**config.mk**
```make
export PLATFORM = sky130hd
export DESIGN_NAME = axi_rd_id_remap_stage
export DESIGN_NICKNAME = d
export VERILOG_FILES = /design/src/rtl/rob_pkg.sv /design/src/rtl/rob_pipe_reg.sv /design/src/rtl/axi_rd_id_remap_stage.sv
export SDC_FILE = /design/constraint.sdc
export NUM_CORES = 1
export LEC_CHECK = 0
export ABC_AREA = 1
export CAP_MARGIN = 15
export CORE_MARGIN = 2
export CORE_UTILIZATION = 27
export CTS_CLUSTER_DIAMETER = 150
export DETAILED_ROUTE_END_ITERATION = 10
export GPL_TIMING_DRIVEN = 1
export HOLD_SLACK_MARGIN = 0.1
export PLACE_DENSITY = 0.78
export SYNTH_ARGS = -nofsm -noshare
export SYNTH_HDL_FRONTEND = slang
export SYNTH_SLANG_ARGS = --single-unit
```
**constraint.sdc**
```tcl
create_clock -name clk -period 1.6 [get_ports clk]
set_input_delay 0.32 -clock clk [delete_from_list [all_inputs] [get_ports clk]]
set_output_delay 0.32 -clock clk [all_outputs]
set_load 0.01 [all_outputs]
```
**src/rtl/rob_pkg.sv**
```systemverilog
// rob_pkg: shared widths and beat types for the ROB read-channel front end.
//   ID_WIDTH, ADDR_WIDTH, LEN_WIDTH, DATA_WIDTH : AXI field widths.
//   MAX_OUTSTANDING : bursts in flight; CNT_W is the width of a counter that holds 0..MAX.
//   ar_beat_t : {id, addr, len} of one AR request.
//   r_beat_t  : {id, data, resp, last} of one R beat.
package rob_pkg;

  localparam int ID_WIDTH        = 4;
  localparam int ADDR_WIDTH      = 32;
  localparam int LEN_WIDTH       = 8;
  localparam int DATA_WIDTH      = 64;
  localparam int MAX_OUTSTANDING = 16;
  localparam int CNT_W           = $clog2(MAX_OUTSTANDING + 1);

  typedef struct packed {
    logic [ID_WIDTH-1:0]   id;
    logic [ADDR_WIDTH-1:0] addr;
    logic [LEN_WIDTH-1:0]  len;
  } ar_beat_t;

  typedef struct packed {
    logic [ID_WIDTH-1:0]   id;
    logic [DATA_WIDTH-1:0] data;
    logic [1:0]            resp;
    logic                  last;
  } r_beat_t;

endpackage

```
**src/rtl/rob_pipe_reg.sv**
```systemverilog
// rob_pipe_reg: single-entry valid/ready register with full throughput.
//   clk, rst                        : clock, synchronous active-high reset.
//   in_valid / in_ready / in_data   : upstream handshake and payload.
//   out_valid / out_ready / out_data: downstream handshake and payload.
// The entry can be refilled in the same cycle it drains, so back-to-back
// transfers run at one per cycle. The payload only changes on acceptance,
// so it holds stable while out_valid & ~out_ready.
module rob_pipe_reg #(
  parameter type T = logic
) (
  input  logic clk,
  input  logic rst,
  input  logic in_valid,
  output logic in_ready,
  input  T     in_data,
  output logic out_valid,
  input  logic out_ready,
  output T     out_data
);

  logic full_reg;
  T     data_reg;

  assign in_ready  = ~full_reg | out_ready;
  assign out_valid = full_reg;
  assign out_data  = data_reg;

  always_ff @(posedge clk) begin
    if (rst) begin
      full_reg <= 1'b0;
      data_reg <= '0;
    end else if (in_valid && in_ready) begin
      full_reg <= 1'b1;
      data_reg <= in_data;
    end else if (out_ready) begin
      full_reg <= 1'b0;
    end
  end

endmodule

```
**src/rtl/axi_rd_id_remap_stage.sv**
```systemverilog
// axi_rd_id_remap_stage: AXI read-channel front end of the ROB.
//   AR: each master request obtains a unique ID from the external allocator in the
//       same cycle it is accepted, and is forwarded from a one-entry slot with that ID.
//   R : the original ID is restored on every beat via free_restored_id; the unique
//       ID is freed on the accepted RLAST beat.
// Ports:
//   clk, rst                          : clock, synchronous active-high reset.
//   s_ar_*  (valid/ready/id/addr/len) : AR from the master.
//   m_ar_*  (valid/ready/id/addr/len) : remapped AR to the slave.
//   m_r_*   (valid/ready/id/data/resp/last) : R from the slave (unique IDs).
//   s_r_*   (valid/ready/id/data/resp/last) : R to the master (original IDs).
//   alloc_req/alloc_orig_id, alloc_gnt/alloc_unique_id/id_matrix_full : allocator.
//   free_req/free_unique_id, free_restored_id : free + combinational ID lookup.
//   outstanding_cnt, idle, err_underflow : status.
// Configuration: define R_PIPE_EN to register the R path (1 cycle latency);
// otherwise the R path is combinational.
module axi_rd_id_remap_stage
  import rob_pkg::*;
(
  input  logic                  clk,
  input  logic                  rst,
  input  logic                  s_ar_valid,
  output logic                  s_ar_ready,
  input  logic [ID_WIDTH-1:0]   s_ar_id,
  input  logic [ADDR_WIDTH-1:0] s_ar_addr,
  input  logic [LEN_WIDTH-1:0]  s_ar_len,
  output logic                  m_ar_valid,
  input  logic                  m_ar_ready,
  output logic [ID_WIDTH-1:0]   m_ar_id,
  output logic [ADDR_WIDTH-1:0] m_ar_addr,
  output logic [LEN_WIDTH-1:0]  m_ar_len,
  input  logic                  m_r_valid,
  output logic                  m_r_ready,
  input  logic [ID_WIDTH-1:0]   m_r_id,
  input  logic [DATA_WIDTH-1:0] m_r_data,
  input  logic [1:0]            m_r_resp,
  input  logic                  m_r_last,
  output logic                  s_r_valid,
  input  logic                  s_r_ready,
  output logic [ID_WIDTH-1:0]   s_r_id,
  output logic [DATA_WIDTH-1:0] s_r_data,
  output logic [1:0]            s_r_resp,
  output logic                  s_r_last,
  output logic                  alloc_req,
  output logic [ID_WIDTH-1:0]   alloc_orig_id,
  input  logic                  alloc_gnt,
  input  logic [ID_WIDTH-1:0]   alloc_unique_id,
  input  logic                  id_matrix_full,
  output logic                  free_req,
  output logic [ID_WIDTH-1:0]   free_unique_id,
  input  logic [ID_WIDTH-1:0]   free_restored_id,
  output logic [CNT_W-1:0]      outstanding_cnt,
  output logic                  idle,
  output logic                  err_underflow
);

  // ---------------- AR path ----------------
  logic     ar_slot_free;
  logic     ar_accept;
  ar_beat_t ar_in;
  ar_beat_t ar_out;

  // The slot's in_ready is exactly "empty or draining this cycle".
  assign alloc_req     = s_ar_valid & ar_slot_free;
  assign alloc_orig_id = s_ar_id;
  // Allocation and acceptance are the same event; a withheld grant stalls the
  // master with nothing consumed on either side.
  assign ar_accept     = alloc_req & alloc_gnt & ~id_matrix_full;
  assign s_ar_ready    = ar_accept;

  assign ar_in = '{id: alloc_unique_id, addr: s_ar_addr, len: s_ar_len};

  rob_pipe_reg #(.T(ar_beat_t)) u_ar_slot (
    .clk       (clk),
    .rst       (rst),
    .in_valid  (ar_accept),
    .in_ready  (ar_slot_free),
    .in_data   (ar_in),
    .out_valid (m_ar_valid),
    .out_ready (m_ar_ready),
    .out_data  (ar_out)
  );

  assign m_ar_id   = ar_out.id;
  assign m_ar_addr = ar_out.addr;
  assign m_ar_len  = ar_out.len;

  // ---------------- R path ----------------
  logic r_full;

  // Lookup always tracks the incoming beat so the restored ID is valid on every beat.
  assign free_unique_id = m_r_id;
  assign free_req       = m_r_valid & m_r_ready & m_r_last;

`ifdef R_PIPE_EN
  r_beat_t r_in;
  r_beat_t r_out;

  // The restored ID is captured with the beat, so the lookup is consumed on acceptance.
  assign r_in = '{id: free_restored_id, data: m_r_data, resp: m_r_resp, last: m_r_last};

  rob_pipe_reg #(.T(r_beat_t)) u_r_pipe (
    .clk       (clk),
    .rst       (rst),
    .in_valid  (m_r_valid),
    .in_ready  (m_r_ready),
    .in_data   (r_in),
    .out_valid (s_r_valid),
    .out_ready (s_r_ready),
    .out_data  (r_out)
  );

  assign s_r_id   = r_out.id;
  assign s_r_data = r_out.data;
  assign s_r_resp = r_out.resp;
  assign s_r_last = r_out.last;
  assign r_full   = s_r_valid;
`else
  assign s_r_valid = m_r_valid;
  assign m_r_ready = s_r_ready;
  assign s_r_id    = free_restored_id;
  assign s_r_data  = m_r_data;
  assign s_r_resp  = m_r_resp;
  assign s_r_last  = m_r_last;
  assign r_full    = 1'b0;
`endif

  // ---------------- Outstanding count ----------------
  logic [CNT_W-1:0] cnt_reg;
  logic             err_reg;

  always_ff @(posedge clk) begin
    if (rst) begin
      cnt_reg <= '0;
      err_reg <= 1'b0;
    end else begin
      case ({ar_accept, free_req})
        2'b10: cnt_reg <= cnt_reg + CNT_W'(1);
        2'b01: begin
          // A free with nothing outstanding is a protocol error; hold at 0.
          if (cnt_reg == '0) err_reg <= 1'b1;
          else               cnt_reg <= cnt_reg - CNT_W'(1);
        end
        default: ;  // none, or accept and free cancelling out
      endcase
    end
  end

  assign outstanding_cnt = cnt_reg;
  assign err_underflow   = err_reg;
  assign idle            = (cnt_reg == '0) & ~m_ar_valid & ~r_full;

endmodule

```
==> summary.md <==
| Metric | Value |
|---|---|
| Hold path endpoint | `err_underflow$_SDFFE_PP0P_` |
| Worst Tran Pin Value | `0.343 ns` |
| Synth Instances | `350` |
| Power Dens Cells | `818 nW/µm²` |
| CTS tree | `yes` |
| Synth Area in Simple Gates | `0.207` |
| Hpwl dp | `5.05 mm` |
| Die Wd | `103 µm` |
| Antenna-violating nets left | `0` |
| Global placer's final weighted congestion | `0.941` |
| Critical R2R Capture | `outstanding_cnt[4]$_SDFFE_PP0P_` |
| Slowest CP cell | `dfxtp_2` |
| Post-Layout Inst Area | `3650 µm²` |
| Logic pwr share | `0.225` |
| Reg-to-reg startpoint | `u_ar_slot.out_valid$_SDFFE_PP0P_` |
| Mapped cell area | `2660 µm²` |
| CP Data Arrival Time | `1.29 ns` |
| Sw frac | `0.257` |
| Mux cell area share after synthesis | `0` |
| DR WL/cell | `12.9 µm` |
| Cell taking the most area after synthesis | `dfxtp_1` |
| Post-Synth XOR/XNOR Area | `0.00330` |
| Violated checks | `negative setup slack` |
| Largest family of logic cells by synthesized area | `buffers and inverters` |
| DRT iter0 DRCs | `102` |
| Crit-path cells | `nor4_4 > inv_1 > nor2_1 > buf_2` |
| NetSw | `0.000766 W` |
| Total vias in the final route | `2261` |
| Post-synthesis sequential area ratio | `0.384` |
| Synth cell types | `28` |
| Max-slew violations | `0` |
| Sink Count | `51` |
| Met1 wire length | `2.68 mm` |
| Register share of total power | `0.462` |
| DR pass1 iterations | `4` |
| H-tree levels | `2` |
| Fin crit period | `1.61 ns` |
| Largest net degree at the start of global routing | `41` |
| Share of cells above drive strength 1 | `0.181` |
| Hold depth | `1` |
| Placed Instances | `521` |
| Clk buf depth | `2` |
| Adder-Cell Fraction of Synth Area | `0.00942` |
| Top Metal Used | `met4` |
| Number of global-route vias before repair | `2063` |
| Startpoint types | `flop` |
| Syn. warnings | `0` |
| Reg2Reg Depth | `14` |
| Final WS setup | `-0.0113 ns` |
| Syn Area/Cell | `7.59 µm²` |
| Tcrit/Tclk final | `1.01` |
| Post-Layout Cell Count | `536` |
| Kind of critical path | `reg2out` |
| CP max FO | `2` |
| IO Pins | `267` |
| Compound-Gate Fraction of Synth Area | `0.110` |
| Via density | `4.22` |
| Syn_nets | `483` |
| WL final | `6.94 mm` |
| Starting Density | `0.274` |
| Clock Skews | `0.00623 ns` |
| Hold Startpoint | `err_underflow$_SDFFE_PP0P_` |
| Hold WC Path Type | `reg2reg` |
| Setup violators final | `2` |
| CTS buffer count | `5` |
| Slew margin rel. | `0.771` |
| Leading post-synthesis cells by cell area | `dfxtp_1 (38%), buf_4 (23%), nor2_1 (13%), o21ai_0 (8.5%), inv_1 (2.4%)` |
| Gr usage total | `0.123` |
| Diode count | `0` |
| Die Ht | `103 µm` |
| DR WL met3 | `413 µm` |
| Root Buffer Master | `clkbuf_8` |
| Area grow syn2layout | `37.5%` |
| Worst Setup End Kind | `primary output` |
| Global-route wire length before repair | `9.95 mm` |
| Run status | `complete, but fails checks` |
| Max VDD drop | `0.367 mV` |
| Grt total ovfl | `0` |
| Clock-pin slew on the worst setup and hold paths | `0.10 ns` |
| Crit-path max cell delay | `0.35 ns` |
| Final Hold Fails | `0` |
| Design internal power | `0.00222 W` |
| Post-CTS Hold Fix Bufs | `0` |
| Die outline area | `10700 µm²` |
| WP data required | `1.28 ns` |
| Pleak | `1.49 nW` |
| Final net count | `535` |
| Unrepaired setup endpoints after global routing | `true` |
| Total design power | `0.00299 W` |
| DRC Markers | `0` |
| Top-area cell type share of the netlist area | `0.384` |
| Core ar. | `9680 µm²` |
| Cell Rows | `36` |
| Max cap viols | `0` |
| Cell Area, Placed | `3430 µm²` |
| FF-to-FF setup slack | `0 ns` |
| Worst-Skew Late Latency | `0.30 ns` |
| Fmax | `621 MHz` |
| PortBufs | `110` |
| Initial antenna violation count | `0` |
| Met2 routed WL | `3.65 mm` |
| Yosys reg bits | `51` |
| Clock power share | `0.313` |
synth_stat cells (all sizes together):
cell type and n:
a31oi 1, nor4 1, nand3 9, o21a 1
o21bai 1, clkbuf 9, o21ai 51, xor2 1
a21oi 3, ha 2, buf 86, nand2 19
nor2 92, clkinv 1, inv 20, nand4 2
dfxtp 51
registers in the layout, indices dropped and copies added, names as in the netlist:
register,count
u_ar_slot.out_valid,1
err_underflow,1
u_ar_slot.out_data,44
outstanding_cnt,5
how the worst max path moves through the flow:
stage	from	endpoint	slack, ns	depth (start not counted)
floorplan	alloc_gnt	outstanding_cnt[4]$_SDFFE_PP0P_	0.02	13
global placement	alloc_gnt	outstanding_cnt[4]$_SDFFE_PP0P_	-0.51	14
detailed placement	alloc_gnt	outstanding_cnt[4]$_SDFFE_PP0P_	-0.59	14
CTS	outstanding_cnt[2]$_SDFFE_PP0P_	idle	-0.08	6
global route	outstanding_cnt[4]$_SDFFE_PP0P_	idle	-0.11	4
finish	outstanding_cnt[4]$_SDFFE_PP0P_	idle	-0.01	4
routing by layer:
layer,GRT usage,vias up
met1,0.120,1042
met5,0,-
met2,0.232,79
li1,-,1116
met4,0.0648,0
met3,0.0356,24
power groups by stage:
stage	logic, W	clock network, W	registers, W
6_report	0.000671	0.000936	0.00138
5_1_grt	0.000729	0.00104	0.00139
4_1_cts	0.000662	0.000985	0.00137
3_5_place_dp	0.000654	0	0.00140
3_3_place_gp	0.000639	0	0.00140
2_1_floorplan	0.000420	0	0.00144
cell families (layout without fill, tap and decap cells):
kind of cell,after synthesis,after routing
simple gates,123,123
buf+inv,116,169
compound gates,57,57
fa+ha+maj,2,2
xor+xnor,1,1
flops,51,51
per-stage QoR:
step | worst slack (ns) | TNS [ns] | util | hold WS, ns
after floorplan | 0.0182 | 0 | - | 0.382
after global placement | -0.514 | -10.25 | 0.355 | 0.452
after detailed placement | -0.587 | -12.28 | 0.355 | 0.453
after CTS | -0.0759 | -0.0759 | 0.374 | 0.477
after global routing | -0.112 | -0.209 | 0.377 | 0.503
final | -0.0113 | -0.0139 | 0.377 | 0.471
cell type report:
| type | instances | area [µm²] |
|---|---|---|
| flip-flops and latches | 51 | 1030 |
| repair buffers | 140 | 1310 |
| well taps | 133 | 166 |
| inverters | 21 | 91.3 |
| clock inverters | 2 | 35.0 |
| fillers | 971 | 6030 |
| clock buffers | 6 | 82.6 |
| multi-input cells | 183 | 938 |
critical path, delay by kind of cell, from the launching register on:
kind          cells  cell delay, ns
buf+inv           2            0.23
flops             1            0.35
simple gates      2            0.41
layout by cell type (no fill, tap or decap), drive strengths merged, types with 2 or more instances in the layout:
cell type and n:
nor2 92, nand2 19, nand4 2, buf 32
clkdlybuf4s50 93, ha 2, nand3 9, dlygate4sd2 14
clkbuf 7, dfxtp 51, clkinv 2, inv 20
a21oi 3, o21ai 51
repair_timing:
item	4_1_cts	5_1_grt
buffers inserted	6	1
endpoints found under the setup margin	16	6
pin swaps	15	7
gates resized for setup	38	11
Note: power is estimated with default switching activity, not from simulation.
